--- src/rtl/mem_port_arbiter.sv ---
// mem_port_arbiter: grants the single-port data RAM to the CPU or debug port, one access at a time.
// Define MEM_ARB_ROUND_ROBIN_EN for round-robin tie-breaking; otherwise debug wins ties.
module mem_port_arbiter #(
    parameter int AW     = 5,
    parameter int DW     = 8,
    parameter int RD_LAT = 1
) (
    input  logic          clk,
    input  logic          rst,
    input  logic          cpu_req,
    input  logic          cpu_we,
    input  logic [AW-1:0] cpu_addr,
    input  logic [DW-1:0] cpu_wdata,
    output logic [DW-1:0] cpu_rdata,
    output logic          cpu_ack,
    output logic          cpu_stall,
    input  logic          dbg_req,
    input  logic          dbg_we,
    input  logic [AW-1:0] dbg_addr,
    input  logic [DW-1:0] dbg_wdata,
    output logic [DW-1:0] dbg_rdata,
    output logic          dbg_ack,
    output logic          mem_en,
    output logic          mem_we,
    output logic [AW-1:0] mem_addr,
    output logic [DW-1:0] mem_wdata,
    input  logic [DW-1:0] mem_rdata,
    output logic          busy
);
    typedef enum logic [1:0] {IDLE, ISSUE, WAIT, ACK} state_t;

    state_t        state_q, state_d;
    logic          owner_q, owner_d;
    logic          we_q, we_d;
    logic [AW-1:0] addr_q, addr_d;
    logic [DW-1:0] wdata_q, wdata_d;
    logic [DW-1:0] cpu_rdata_q, cpu_rdata_d;
    logic [DW-1:0] dbg_rdata_q, dbg_rdata_d;
    logic [2:0]    cnt_q, cnt_d;
    logic          pick_dbg;

`ifdef MEM_ARB_ROUND_ROBIN_EN
    // last_q = 1 when the previous grant went to debug
    logic last_q, last_d;
    assign pick_dbg = dbg_req & (~cpu_req | ~last_q);
    assign last_d   = (state_q == IDLE && (cpu_req || dbg_req)) ? pick_dbg : last_q;
    always_ff @(posedge clk or posedge rst) begin
        if (rst) last_q <= 1'b1;
        else     last_q <= last_d;
    end
`else
    assign pick_dbg = dbg_req;
`endif

    always_ff @(posedge clk or posedge rst) begin
        if (rst) begin
            state_q     <= IDLE;
            owner_q     <= 1'b0;
            we_q        <= 1'b0;
            addr_q      <= '0;
            wdata_q     <= '0;
            cpu_rdata_q <= '0;
            dbg_rdata_q <= '0;
            cnt_q       <= '0;
        end else begin
            state_q     <= state_d;
            owner_q     <= owner_d;
            we_q        <= we_d;
            addr_q      <= addr_d;
            wdata_q     <= wdata_d;
            cpu_rdata_q <= cpu_rdata_d;
            dbg_rdata_q <= dbg_rdata_d;
            cnt_q       <= cnt_d;
        end
    end

    always_comb begin
        state_d     = state_q;
        owner_d     = owner_q;
        we_d        = we_q;
        addr_d      = addr_q;
        wdata_d     = wdata_q;
        cpu_rdata_d = cpu_rdata_q;
        dbg_rdata_d = dbg_rdata_q;
        cnt_d       = cnt_q;
        case (state_q)
            IDLE: if (cpu_req || dbg_req) begin
                owner_d = pick_dbg;
                we_d    = pick_dbg ? dbg_we : cpu_we;
                addr_d  = pick_dbg ? dbg_addr : cpu_addr;
                wdata_d = pick_dbg ? dbg_wdata : cpu_wdata;
                state_d = ISSUE;
            end
            ISSUE: begin
                state_d = we_q ? ACK : WAIT;
                cnt_d   = 3'(RD_LAT);
            end
            WAIT: begin
                cnt_d = cnt_q - 3'd1;
                if (cnt_q == 3'd1) begin
                    state_d     = ACK;
                    cpu_rdata_d = owner_q ? cpu_rdata_q : mem_rdata;
                    dbg_rdata_d = owner_q ? mem_rdata : dbg_rdata_q;
                end
            end
            default: state_d = IDLE;
        endcase
    end

    assign mem_en    = state_q == ISSUE;
    assign mem_we    = mem_en & we_q;
    assign mem_addr  = addr_q;
    assign mem_wdata = wdata_q;
    assign cpu_ack   = state_q == ACK & ~owner_q;
    assign dbg_ack   = state_q == ACK & owner_q;
    assign cpu_stall = cpu_req & ~cpu_ack;
    assign cpu_rdata = cpu_rdata_q;
    assign dbg_rdata = dbg_rdata_q;
    assign busy      = state_q != IDLE;
endmodule

--- config.mk ---
export PLATFORM = sky130hd
export DESIGN_NAME = mem_port_arbiter
export DESIGN_NICKNAME = d
export VERILOG_FILES = /design/src/rtl/mem_port_arbiter.sv
export SDC_FILE = /design/constraint.sdc
export NUM_CORES = 1
export LEC_CHECK = 0
export CAP_MARGIN = 20
export CORE_ASPECT_RATIO = 0.75
export CORE_MARGIN = 4
export CORE_UTILIZATION = 37
export CTS_CLUSTER_SIZE = 8
export DETAILED_ROUTE_END_ITERATION = 8
export PLACE_DENSITY = 0.81
export SLEW_MARGIN = 40
export SYNTH_ARGS = -nofsm -noshare
export SYNTH_HDL_FRONTEND = slang
export SYNTH_SLANG_ARGS = --single-unit
--- constraint.sdc ---
create_clock -name clk -period 1.49 [get_ports clk]
set_input_delay 0.3725 -clock clk [delete_from_list [all_inputs] [get_ports clk]]
set_output_delay 0.3725 -clock clk [all_outputs]
set_load 0.02 [all_outputs]
# Yosys cells after proc, flatten, opt, wreduce, memory -nomap -nowiden
# Index checks and enable logic that the tools add are counted.
[op_classes]
n_shift = 0
n_reduce_logical = 8
bitwise = 6
n_mux = 8
add_sub_neg = 1
order_cmp = 0
n_eq_ne = 6
n_div = 0
n_mul = 0
[ops]
columns = ["operator", "n"]
rows = [
  ["$mux W8", 1],
  ["$pmux W2 S3", 1],
  ["$pmux W3 S2", 1],
  ["$reduce_and A3 Y1", 2],
  ["$mux W5", 1],
  ["$and A1 B1 Y1", 4],
  ["$eq A2 B2 Y1 const B", 2],
  ["$mux W2", 2],
  ["$ne A2 B2 Y1 const B", 2],
  ["$reduce_and A2 Y1", 2],
  ["$reduce_bool A2 Y1", 2],
  ["$eq A3 B1 Y1 const B", 1],
  ["$sub A3 B1 Y3 const B", 1],
  ["$eq A2 B1 Y1 const B", 1],
  ["$logic_not A2 Y1", 1],
  ["$mux W1", 2],
  ["$not A1 Y1", 2],
  ["$logic_or A1 B1 Y1", 1],
]
[totals]
ramBits = 0
output_inout_bits = 35
n_memories = 0
latchBits = 0
ff_bits = 36
mem_bits_ro = 0
elab_cells = 37
inputBits = 40

# Longest topological paths before layout
[logic_depth]
depth_word = 4
depth_mapped = 6
ltp_nobuf = 5

# Worst setup path after synthesis
# OpenSTA, ideal clock, no wires.
[synth_timing]
kind = "register to register"
startpoint = "register state_q[0]"
endpoint = "register cpu_rdata_q[0] (netlist: cpu_rdata[0])"
setup_ps = 125
n_path_buf = 0
required_time_ps = 1365
synth_period_minus_slack_ps = 1572
arrival_time_ps = 1447
path_slack_ps = -82
stages_incl_launch_ff = 5
path_cell_list = "dfrtp_1 -> inv_1 -> ha_1 -> nor3b_4 -> mux2_2"
[synth_between]
elab_chain_len = 2
[synth_rtl]
columns = ["element", "line", "rtl"]
rows = [
  ["start: declaration", "32", "state_t state_q, state_d;"],
  ["start signal: assignment", "66", "state_q <= state_d;"],
  ["$eq A2 B2 Y1", "86", "case (state_q)"],
  ["$reduce_and A3 Y1 (no source line)", "-", ""],
  ["end signal: assignment", "71", "cpu_rdata_q <= cpu_rdata_d;"],
  ["end: declaration", "37", "logic [DW-1:0] cpu_rdata_q, cpu_rdata_d;"],
]
# Every way passes these cells.
# A chain may end at the register's enable or synchronous reset.

# Final worst setup path
[layout_timing]
startpoint = "register state_q[0]"
endpoint = "register cpu_rdata_q[4] (netlist: cpu_rdata[4])"
# The elaborated chain is that of the path after synthesis.

==> run metrics <==
outcome=complete, but fails checks; violated checks=negative setup slack; unrepaired setup endpoints after global routing=yes; CTS Buf Count=5; first-pass GRT wire length=7350 um; Total Power=6.01 mW; Boundary Pins=75; HP Class=input pin to asynchronous set/reset pin; hpwl dp=3350 um; Seq/Total Area, Yosys=0.547; Vias/cell=4.69; Synthesized Nets=180; GR peak layer=met2; Routed Antenna Nets=0; WS Path Type=register to register; P_leak=1.40 nW; port bufs=74; post-synthesis sequential element count=36; Fin. Hold Viols=0; Core ar.=4180 um2; Critical Path RT=1.65 ns; crit path buf inv count=4; Post-synth EDFFs=0; crit path DAT=1.81 ns; Overall Global Routing Usage=0.169; final wirelength=4490 um; Vias=1364; CTS sink cnt=36; number of antenna diodes=0; worst vdd ir=1.19 mV; Clock Tree Buf Depth=2; register area=901 um2; endpoint type of the worst setup path=register; Levels on crit path=7; Post-Synthesis Cells=134; Yosys cell types=22; family with the most delay on the worst path=buffers and inverters; Final setup violation count=23; Root Driver=clkbuf_8; vias in the first global route=1465; synth top area cells=dfrtp_1 (55%), mux2_2 (12%), mux2i_1 (9.7%); Die Y=65.8 um; CTS tree=yes; Final WS setup=-0.154 ns; pin count of the biggest net entering global routing=37; total gr overflow=0; clk slew on worst S/H paths=0.07 ns; critical path cell sequence=buf_6 -> inv_4 -> buf_6 -> ha_4 -> nor3b_4 -> buf_12 -> mux2_4; DRT iter0 DRCs=43; GPL Wtd Cong=0.783; most used cell, CP=buf_6; pwr dens=2090 nW/um2; yosys warns=0; per-cell routed wire length=15.4 um; top-count cell post-synth=dfrtp_1; Cell Rows=20; Crit Reg-Reg Startpoint=state_q[0]; critical path's slowest cell=dfrtp_1; Mapped Area=1650 um2; starting utilization of the core area=0.394; post-route setup TNS=-2.88 ns; H-tree depth=2; area of the multi-input gates=841 um2; crit-path max FO=8; share of cells above drive strength 1=0.309; Max Freq=608 MHz; Fillers=326; ys async rst share=1.00; Layout area overhead=74.7%; Post-synth top cells=dfrtp_1 (36), mux2_2 (17), nand2_1 (17); r2r worst-path depth=7; worst r2r dst=cpu_rdata[4]; die area=5600 um2; Worst Max-Slew Pin Slew=0.245 ns; Residual DRC=0; Slew Viols, Final=0; met2 Use GR=0.285; Nets=284; crit share post-route=1.10; Clock Latency Late Sink=0.28 ns; Syn Area/Cell=12.3 um2; met3 usage=0.0411; Final min period=1.64 ns; post-synth top area cell=dfrtp_1; met1 usage=0.210; initial antenna violation count=0; die width=85.1 um; Max-Cap Viols=0; Final Skew=0.00695 ns; Yosys top cell area share=0.547; Worst slew margin=0.837; reg2reg setup slack=-0.15 ns; Primary FF master, synth=dfrtp_1; CP max stage delay=0.40 ns; crit start category=register; DRT Pass-1 Iters=5
metal layers:
metal,part of all wire,vias up
met5,0,-
met4,0.013,0
met3,0.044,7
met2,0.50,27
met1,0.44,658
li1,-,672
cells in the final DEF (no fill, tap or decap), drive strengths merged:
master	netlist	routed
clkbuf	0	5
inv	7	7
nor2b	2	2
dlygate4sd2	0	29
nand2b	1	1
ha	6	6
a211oi	1	1
o22ai	1	1
dfrtp	36	36
nand2	17	17
a21oi	1	1
nand4b	1	1
o21ai	15	15
and2	2	2
a22o	2	2
and3	1	1
mux2	17	17
nor2	2	2
nor3b	1	1
clkdlybuf4s50	0	39
a22oi	1	1
buf	4	33
mux2i	16	16
flip-flops by register name (all words and copies together) (netlist names):
| signal | flops |
|---|---|
| dbg_rdata | 8 |
| mem_wdata | 8 |
| cpu_rdata | 8 |
| mem_addr | 5 |
| cnt_q | 3 |
| state_q | 2 |
| owner_q | 1 |
| we_q | 1 |
logic make-up (layout without fill, tap and decap cells):
group / count (synthesis) / in the layout / synth area share
AOI/OAI and AO/OA: 21 / 21 / 0.0752
adders and majority gates: 6 / 6 / 0.0456
buffers and inverters: 11 / 113 / 0.0281
DFF: 36 / 36 / 0.547
muxes: 33 / 33 / 0.213
and+or+nand+nor: 27 / 27 / 0.0911
worst max-delay path by stage:
stage | endpoint | from | slack, ns
floorplan | cpu_stall | state_q[1] | 0.01
global placement | cpu_stall | cpu_req | -0.45
detailed placement | cpu_stall | cpu_req | -0.46
CTS | cpu_rdata[6] | state_q[0] | -0.14
global route | cpu_rdata[6] | state_q[0] | -0.20
finish | cpu_rdata[4] | state_q[0] | -0.15
tightest hold or removal path, cell delays in order:
cell and delay [ns]:
clkdlybuf4s50_1 0.39, inv_1 0.09, buf_12 0.22
repair_timing:
item,4_1_cts,5_1_grt
resized for setup,89,14
endpoints found under the setup margin,53,29
setup buffers,3,3
pin swaps,7,0
hold buffers,0,0
layout make-up:
class | instances | share of cell area
Tap cell | 55 | 0.0239
Sequential cell | 36 | 0.313
Clock buffer | 5 | 0.0239
Inverter | 7 | 0.0100
Multi-Input combinational cell | 87 | 0.292
Timing Repair Buffer | 101 | 0.337
power breakdown:
| part | internal [mW] | switching (mW) |
|---|---|---|
| clock | 0.301 | 0.308 |
| sequential | 1.47 | 0.264 |
| combinational | 1.94 | 1.73 |
| total | 3.70 | 2.31 |
stage by stage:
| stage | cell area, um2 | hold WS, ns | util | setup slack [ns] | instances |
|---|---|---|---|---|---|
| after floorplan | 1680 | 0.464 | - | 0.00998 | 134 |
| after global placement | 2660 | 0.465 | 0.637 | -0.453 | 280 |
| after detailed placement | 2660 | 0.470 | 0.637 | -0.459 | 280 |
| after CTS | 2830 | 0.438 | 0.676 | -0.143 | 288 |
| after global routing | 2880 | 0.445 | 0.689 | -0.201 | 291 |
| final | 2880 | 0.440 | 0.689 | -0.154 | 291 |
Note: power is estimated with default switching activity, not from simulation.
